[config.mk]
export PLATFORM = sky130hd
export DESIGN_NAME = mem_port_arbiter
export DESIGN_NICKNAME = d
export VERILOG_FILES = /design/src/rtl/mem_port_arbiter.sv
export SDC_FILE = /design/constraint.sdc
export NUM_CORES = 1
export LEC_CHECK = 0
export CORE_UTILIZATION = 42
export DETAILED_ROUTE_END_ITERATION = 16
export PLACE_DENSITY = 0.81
export SLEW_MARGIN = 20
export SYNTH_ARGS = -nofsm -noshare
export SYNTH_HDL_FRONTEND = slang
export SYNTH_SLANG_ARGS = --single-unit
export TNS_END_PERCENT = 20
[constraint.sdc]
create_clock -name clk_i -period 2.2 [get_ports clk_i]
set_clock_uncertainty 0.05 [all_clocks]
set_input_delay 0.44 -clock clk_i [delete_from_list [all_inputs] [get_ports clk_i]]
set_output_delay 0.44 -clock clk_i [all_outputs]
set_load 0.02 [all_outputs]
[src/rtl/mem_port_arbiter.sv]
// Shares one single-ported unified memory between the fetch and data stages.
// One access at a time; data has priority, bounded by a starvation guard for fetch.
module mem_port_arbiter #(
  parameter int ADDR_W       = 32,
  parameter int DATA_W       = 32,
  parameter int MAX_DATA_RUN = 4,
  parameter int TIMEOUT      = 255
) (
  input  logic              clk_i,
  input  logic              rst_i,
  input  logic              if_req_i,
  input  logic [ADDR_W-1:0] if_addr_i,
  output logic              if_ack_o,
  output logic [DATA_W-1:0] if_rdata_o,
  input  logic              dm_req_i,
  input  logic              dm_we_i,
  input  logic [ADDR_W-1:0] dm_addr_i,
  input  logic [DATA_W-1:0] dm_wdata_i,
  output logic              dm_ack_o,
  output logic [DATA_W-1:0] dm_rdata_o,
  output logic              if_stall_o,
  output logic              dm_stall_o,
  output logic              mem_req_o,
  output logic              mem_we_o,
  output logic [ADDR_W-1:0] mem_addr_o,
  output logic [DATA_W-1:0] mem_wdata_o,
  input  logic              mem_ack_i,
  input  logic [DATA_W-1:0] mem_rdata_i,
  output logic              err_o,
  output logic [1:0]        grant_o
);

  localparam int RUN_W  = $clog2(MAX_DATA_RUN + 1);
  localparam int WAIT_W = $clog2(TIMEOUT + 1);

  typedef enum logic [1:0] {IDLE, BUSY_IF, BUSY_DM, RESP} state_e;

  state_e            state_q, state_d;
  logic [RUN_W-1:0]  run_cnt_q, run_cnt_d;
  logic [WAIT_W-1:0] wait_q, wait_d;
  logic              mem_req_q, mem_req_d;
  logic              mem_we_q, mem_we_d;
  logic [ADDR_W-1:0] mem_addr_q, mem_addr_d;
  logic [DATA_W-1:0] mem_wdata_q, mem_wdata_d;
  logic              if_ack_q, if_ack_d;
  logic              dm_ack_q, dm_ack_d;
  logic [DATA_W-1:0] if_rdata_q, if_rdata_d;
  logic [DATA_W-1:0] dm_rdata_q, dm_rdata_d;
  logic              err_q, err_d;
  logic [1:0]        grant_q, grant_d;

  logic              fetch_wins;
  logic              finish;
  logic [DATA_W-1:0] resp_data;

  // Fetch takes a contended slot only once data has used up its run allowance.
  assign fetch_wins = if_req_i && (!dm_req_i || run_cnt_q == RUN_W'(MAX_DATA_RUN));

  always_comb begin
    // NOTE: every value driven here gets a default first, so no path can infer a latch.
    state_d     = state_q;
    run_cnt_d   = run_cnt_q;
    wait_d      = wait_q;
    mem_req_d   = mem_req_q;
    mem_we_d    = mem_we_q;
    mem_addr_d  = mem_addr_q;
    mem_wdata_d = mem_wdata_q;
    if_rdata_d  = if_rdata_q;
    dm_rdata_d  = dm_rdata_q;
    grant_d     = grant_q;
    if_ack_d    = 1'b0;
    dm_ack_d    = 1'b0;
    err_d       = 1'b0;
    finish      = 1'b0;
    resp_data   = '0;

    unique case (state_q)
      IDLE: begin
        if (fetch_wins) begin
          state_d     = BUSY_IF;
          grant_d     = 2'b01;
          mem_req_d   = 1'b1;
          mem_we_d    = 1'b0;
          mem_addr_d  = if_addr_i;
          mem_wdata_d = '0;
          run_cnt_d   = '0;
          wait_d      = '0;
        end else if (dm_req_i) begin
          state_d     = BUSY_DM;
          grant_d     = 2'b10;
          mem_req_d   = 1'b1;
          mem_we_d    = dm_we_i;
          mem_addr_d  = dm_addr_i;
          mem_wdata_d = dm_wdata_i;
          // Only reachable below MAX_DATA_RUN when contended, so +1 saturates by construction.
          run_cnt_d   = if_req_i ? run_cnt_q + RUN_W'(1) : '0;
          wait_d      = '0;
        end
      end
      BUSY_IF, BUSY_DM: begin
        if (mem_ack_i) begin
          finish    = 1'b1;
          resp_data = mem_we_q ? '0 : mem_rdata_i;
        end else if (wait_q == WAIT_W'(TIMEOUT - 1)) begin
          finish = 1'b1;
          err_d  = 1'b1;
        end else begin
          wait_d = wait_q + WAIT_W'(1);
        end
      end
      RESP: begin
        state_d = IDLE;
        grant_d = 2'b00;
      end
      default: state_d = IDLE;
    endcase

    if (finish) begin
      state_d   = RESP;
      mem_req_d = 1'b0;
      if (state_q == BUSY_IF) begin
        if_ack_d   = 1'b1;
        if_rdata_d = resp_data;
      end else begin
        dm_ack_d   = 1'b1;
        dm_rdata_d = resp_data;
      end
    end
  end

  always_ff @(posedge clk_i) begin
    // NOTE: sequential state uses non-blocking assignments so all registers update together.
    if (rst_i) begin
      state_q     <= IDLE;
      run_cnt_q   <= '0;
      wait_q      <= '0;
      mem_req_q   <= 1'b0;
      mem_we_q    <= 1'b0;
      mem_addr_q  <= '0;
      mem_wdata_q <= '0;
      if_ack_q    <= 1'b0;
      dm_ack_q    <= 1'b0;
      if_rdata_q  <= '0;
      dm_rdata_q  <= '0;
      err_q       <= 1'b0;
      grant_q     <= 2'b00;
    end else begin
      state_q     <= state_d;
      run_cnt_q   <= run_cnt_d;
      wait_q      <= wait_d;
      mem_req_q   <= mem_req_d;
      mem_we_q    <= mem_we_d;
      mem_addr_q  <= mem_addr_d;
      mem_wdata_q <= mem_wdata_d;
      if_ack_q    <= if_ack_d;
      dm_ack_q    <= dm_ack_d;
      if_rdata_q  <= if_rdata_d;
      dm_rdata_q  <= dm_rdata_d;
      err_q       <= err_d;
      grant_q     <= grant_d;
    end
  end

  assign mem_req_o   = mem_req_q;
  assign mem_we_o    = mem_we_q;
  assign mem_addr_o  = mem_addr_q;
  assign mem_wdata_o = mem_wdata_q;
  assign if_ack_o    = if_ack_q;
  assign dm_ack_o    = dm_ack_q;
  assign if_rdata_o  = if_rdata_q;
  assign dm_rdata_o  = dm_rdata_q;
  assign err_o       = err_q;
  assign grant_o     = grant_q;
  assign if_stall_o  = if_req_i & ~if_ack_q;
  assign dm_stall_o  = dm_req_i & ~dm_ack_q;

endmodule

==> results.cfg, run 1 <==
[run_status]
outcome = completed

[timing]
tightest_slew_ns = 0.430
period_minus_slack_ns = 2.13
finalSetupTns_ns = 0
hold_viol = 0
slew_violations = 0
fin_ws_ns = 0.0723
fin_crit_sh_pct = 96.7
slew_headroom_pct = 71.3
setup_violations = 0
fmax_mhz = 470
rsz0062_at_grt = no

[synth]
synthMuxAreaShare_pct = 10.8
yosys_most_used_dff = dfxtp_1
synth.top_cell.area_share_pct = 50.0
ys_seq_elements = 148
synth_xor_area_share_pct = 0
synth_top_family_by_area = simple AND/OR/NAND/NOR gates
yosys.area.top_type = dfxtp_1
ys_top_cells_by_area = dfxtp_1, nand2_1, mux2i_1
synth_edf_count = 0
synth_compound_area_share_pct = 13.2
syn_area_um2 = 5930
synthCells = 685
synth_adder_area_share_pct = 1.48
synth-async-reset-ratio_pct = 0
yosys.area_share.simple_pct = 19.6
syn_area_per_cell_um2 = 8.66
ys_seq_area_share_pct = 50.0
syn_nets = 826
yosysWarnings = 0
synthDistinctLibCells = 48

[pwr]
total_leakage_power_nw = 3.68
power_mw = 9.87
p_per_area_nw_per_um2 = 1040
ir_drop_v = 0.000587

[floorplan]
die_h_um = 121
ioPinCount = 271
rows = 43
die_w_um = 121
dieArea_um2 = 14600
core_area_um2 = 13800
initial_core_util_pct = 42.9

[detailed_routing]
drt-total-wl_um = 17300
firstDrtPassIters = 4
drt-vias-per-instance = 5.09
initialDrtViolationCount = 295
post_drt_wl_per_cell_um = 15.2
ant_nets = 0
num_vias = 5787
remaining_drc_errors = 0

[clocking]
cts_sinks = 148
insertion_delay_ns = 0.41
cts_setup_buffers = 0
cts_root_buffer = clkbuf_16
clk_pin_slew_ns = 0.05
clk_path_buf_depth = 2
cts_made_buffers = 17
postCtsHoldBufs = 0
htreeDepth = 4
cts_tree = yes
cts_resized = 0

[worst_setup_path]
cp-end-kind = output pin
worst_path_most_repeated_cell = clkdlybuf4s50_1
path_delay_family = buffers and inverters
crit_path_max_incr_delay_ns = 0.60
slowest_stage = clkdlybuf4s50_1
timing.critical_path.buf_inv = 2
worst_setup_path_start_kind = primary input
crit_fanout = 2
cp.arrival_ns = 1.64
crit_type = in2out
crit_path_cell_trace = clkdlybuf4s50_1 -> nor2b_1 -> clkdlybuf4s50_1
cp.required_ns = 1.71

[global_routing]
first_global_vias = 5571
grt_first_pass_wirelength_um = 27200
grt-ovfl-total = 0
antenna_found_initial = 0
grt_util_all_layers_pct = 23.8
grt_max_degree = 63

[hold_path]
hp-class = in2reg

[layout]
drive_gt1_share_pct = 6.58
layout.nets = 1085
syn_to_final_growth_pct = 59.4
antennaDiodeCount = 0

[placed_design]
port_buffers = 270
dp_slack_ns = 0.0390
place.gp.congestion = 0.818
dp_hpwl_um = 12000

[flow_run]
maxCapViolations = 0
-- layout by cell type, fill, tap and decap left out, types with 4 or more instances in the layout --
cell type | netlist | layout
a21oi_1 | 38 | 38
a31oi_1 | 33 | 33
buf_12 | 0 | 8
buf_4 | 1 | 15
clkbuf_1 | 30 | 5
clkbuf_16 | 0 | 17
clkdlybuf4s50_1 | 0 | 268
dfxtp_1 | 148 | 148
ha_1 | 7 | 7
inv_1 | 6 | 6
mux2i_1 | 64 | 64
nand2_1 | 202 | 201
nand2b_1 | 4 | 4
nand3_1 | 38 | 38
nor2_1 | 10 | 10
nor3_1 | 5 | 4
o21ai_0 | 38 | 38
-- cell families (layout without fill, tap and decap cells) --
family                   Yosys count  after routing
AO/OA/AOI/OAI                    131            131
flip-flops                       148            148
buffers and inverters             60            332
adder cells (fa/ha/maj)            7              7
multiplexers                      64             64
AND/OR/NAND/NOR                  275            275
-- cell type report --
type / count / area (µm²)
clock inverters: 8 / 101
flip-flops and latches: 148 / 2960
fillers: 1131 / 4370
multi-input cells: 477 / 2690
repair buffers: 293 / 2970
well taps: 180 / 225
clock buffers: 24 / 472
inverters: 7 / 26.3
-- cell usage after synthesis, types with 2 or more instances --
cell / instances
a31oi_1: 33
nand2b_1: 4
buf_6: 6
nor3_1: 5
nand2_1: 202
a221oi_1: 2
clkbuf_1: 30
nand3_1: 38
inv_1: 6
dfxtp_1: 148
buf_2: 14
a22oi_1: 2
a21oi_1: 38
a311oi_1: 3
and4_1: 3
o21ai_0: 38
nor2_1: 10
nand4b_1: 2
buf_1: 2
a41oi_1: 2
ha_1: 7
mux2i_1: 64
-- where the power goes --
part | internal, mW | switching (mW)
logic | 1.67 | 2.01
registers | 3.15 | 0.247
clock network | 1.73 | 1.06
total | 6.56 | 3.32
-- worst paths after layout --
path / from / end / slack (ns) / cells past startpoint
worst max-delay path: dm_req_i / dm_stall_o / 0.07 / 3
worst min-delay path: rst_i / grant_o[1] / 0.39 / 2
worst max register to register: state_q[0] / wait_q[4] / 0.20 / 6
worst min register to register: dm_rdata_o[31] / dm_rdata_o[31] / 0.40 / 2
-- flip-flops by register name, summed over array words and instances, names as in the netlist --
| signal | cells |
|---|---|
| dm_rdata_o | 32 |
| if_rdata_o | 32 |
| mem_addr_o | 32 |
| mem_wdata_o | 32 |
| wait_q | 8 |
| run_cnt_q | 3 |
| grant_o | 2 |
| state_q | 2 |
| dm_ack_o | 1 |
| err_o | 1 |
| if_ack_o | 1 |
| mem_req_o | 1 |
| mem_we_o | 1 |
-- worst register-to-register path, cell delays in order (launching register included) --
cell and delay [ns]:
dfxtp_1 0.35, inv_1 0.07, ha_1 0.39, and4_1 0.26, a211oi_2 0.35, a41oi_1 0.17, a311oi_1 0.27
-- layer usage --
metal	global-route usage (%)	wire (µm)	share of wire (%)
met4	8.26	316	1.8
met1	26.6	7170	42
met5	0	0	0
met2	41.1	8380	49
met3	9.06	1400	8.1
-- through the flow --
stage               hold slack (ns)  util [%]  std cells  cell area, µm²
floorplan                     0.399         -        685            5930
global placement              0.387      64.2       1105            8880
detailed placement            0.394      64.2       1105            8880
CTS                           0.369      68.3       1137            9450
global route                  0.388      68.4       1137            9450
finish                        0.387      68.4       1137            9450
Note: power is estimated with default switching activity, not from simulation.
==> inputs of run 2 (changes only) <==
Settings changed: ABC_AREA from default to 0.
==> results of run 2 <==
Final layout, timing and power as in run 1 (identical DEF).
==> inputs of run 3 (changes only) <==
Settings changed: GPL_TIMING_DRIVEN from default to 0.
==> results.cfg, run 3 (same netlist as run 1, synthesis figures left out) <==
[floorplan]
rows = 43
dieArea_um2 = 14600
core_area_um2 = 13800
ioPinCount = 271
initial_core_util_pct = 42.9
die_w_um = 121
die_h_um = 121

[clocking]
cts_sinks = 148
insertion_delay_ns = 0.42
htreeDepth = 4
cts_made_buffers = 17
clk_path_buf_depth = 2
cts_tree = yes
clk_pin_slew_ns = 0.06
cts_root_buffer = clkbuf_16
postCtsHoldBufs = 0

[timing]
rsz0062_at_grt = yes
fmax_mhz = 462
fin_crit_sh_pct = 98.5
setup_violations = 0
slew_headroom_pct = 55.0
tightest_slew_ns = 0.671
finalSetupTns_ns = 0
slew_violations = 0
hold_viol = 0
period_minus_slack_ns = 2.17

[global_routing]
antenna_found_initial = 0
grt_max_degree = 17
grt-ovfl-total = 0
grt_first_pass_wirelength_um = 30000
first_global_vias = 5980
grt_util_all_layers_pct = 26.4

[layout]
syn_to_final_growth_pct = 59.4
drive_gt1_share_pct = 6.48
final_cell_mix = clkdlybuf4s50_1, nand2_1, dfxtp_1
layout.nets = 1117
antennaDiodeCount = 0
final_common_cell = clkdlybuf4s50_1
fin_util_pct = 68.3

[pwr]
p_per_area_nw_per_um2 = 1050
power_mw = 9.95
total_leakage_power_nw = 3.67
ir_drop_v = 0.000967

[flow_run]
maxCapViolations = 0

[detailed_routing]
drt-total-wl_um = 19200
num_vias = 6085
firstDrtPassIters = 5
post_drt_wl_per_cell_um = 16.4
initialDrtViolationCount = 356
ant_nets = 0
remaining_drc_errors = 0
drt-vias-per-instance = 5.21

[run_status]
outcome = completed

[worst_setup_path]
cp.required_ns = 1.71
crit_fanout = 7
startpoint = if_req_i
timing.rr.end = mem_addr_o[28]
crit_type = in2out
r2r_cells = 8
reg2reg_setup_slack_ns = 0.09
cp.arrival_ns = 1.68
worst_setup_path_start_kind = primary input
regToRegStartpoint = state_q[1]
cp-end-kind = output pin
cp-endpoint = if_stall_o

[hold_path]
hp-class = reg2reg

[placed_design]
port_buffers = 269
place.gp.congestion = 0.874
dp_hpwl_um = 14000
==> run 3: cell count changes in the layout (fill, tap and decap cells not counted), sizes merged <==
cell | previous run | this run
clkbuf | 24 | 53
clkinvlp | 0 | 2
dlygate4sd2 | 0 | 2
buf | 24 | 25
clkdlybuf4s50 | 268 | 267
clkinv | 6 | 5
dlymetal6s2s | 1 | 0
==> run 3: worst min-delay path by stage <==
stage | slack (ns) | cells after the start | to | from
global placement | 0.39 | 2 | mem_wdata_o[11] | mem_wdata_o[11]
detailed placement | 0.39 | 2 | mem_wdata_o[28] | mem_wdata_o[28]
CTS | 0.40 | 2 | mem_wdata_o[14] | mem_wdata_o[14]
floorplan | 0.40 | 2 | run_cnt_q[0] | run_cnt_q[0]
global route | 0.41 | 2 | mem_wdata_o[7] | mem_wdata_o[7]
finish | 0.40 | 2 | mem_wdata_o[14] | mem_wdata_o[14]
==> run 3: area by class of cell <==
type | count | area (µm²)
plain buffers | 53 | 268
clock buffers | 22 | 474
clock inverters | 9 | 104
fillers | 1138 | 4380
inverters | 7 | 26.3
multi-input cells | 477 | 2680
flip-flops and latches | 148 | 2960
well taps | 180 | 225
repair buffers | 272 | 2710
==> run 3: critical path, cell delays in order <==
cell and delay (ns):
dlygate4sd2_1 0.36, inv_1 0.14, nor2_1 0.13, clkdlybuf4s50_1 0.61
==> run 3: power breakdown <==
part	switching [mW]	total, mW	internal (mW)
Sequential	0.254	3.41	3.15
Combinational	2.09	3.70	1.61
Clock	1.10	2.84	1.75
==> run 3: per-layer routing <==
layer  global-route usage (%)  share of wire, %
met1                     29.3                39
met2                     46.6                50
met3                     10.2               8.7
met4                     7.79               2.1
met5                        0                 0
==> run 3: per-stage QoR <==
stage / cells / setup WS [ns] / instance area [µm²] / hold slack [ns]
2_1_floorplan: 685 / 0.421 / 5930 / 0.399
3_3_place_gp: 1134 / -0.341 / 8850 / 0.387
5_1_grt: 1168 / -0.0821 / 9450 / 0.413
6_report: 1168 / 0.0341 / 9450 / 0.398
3_5_place_dp: 1134 / -0.380 / 8850 / 0.394
4_1_cts: 1165 / 0.0196 / 9430 / 0.402
==> run 3: what timing repair did <==
action,CTS,global route
endpoints found under the hold margin,0,0
pin swaps,0,1
buffers inserted,0,3
endpoints found under the setup margin,59,56
gates resized for setup,3,4
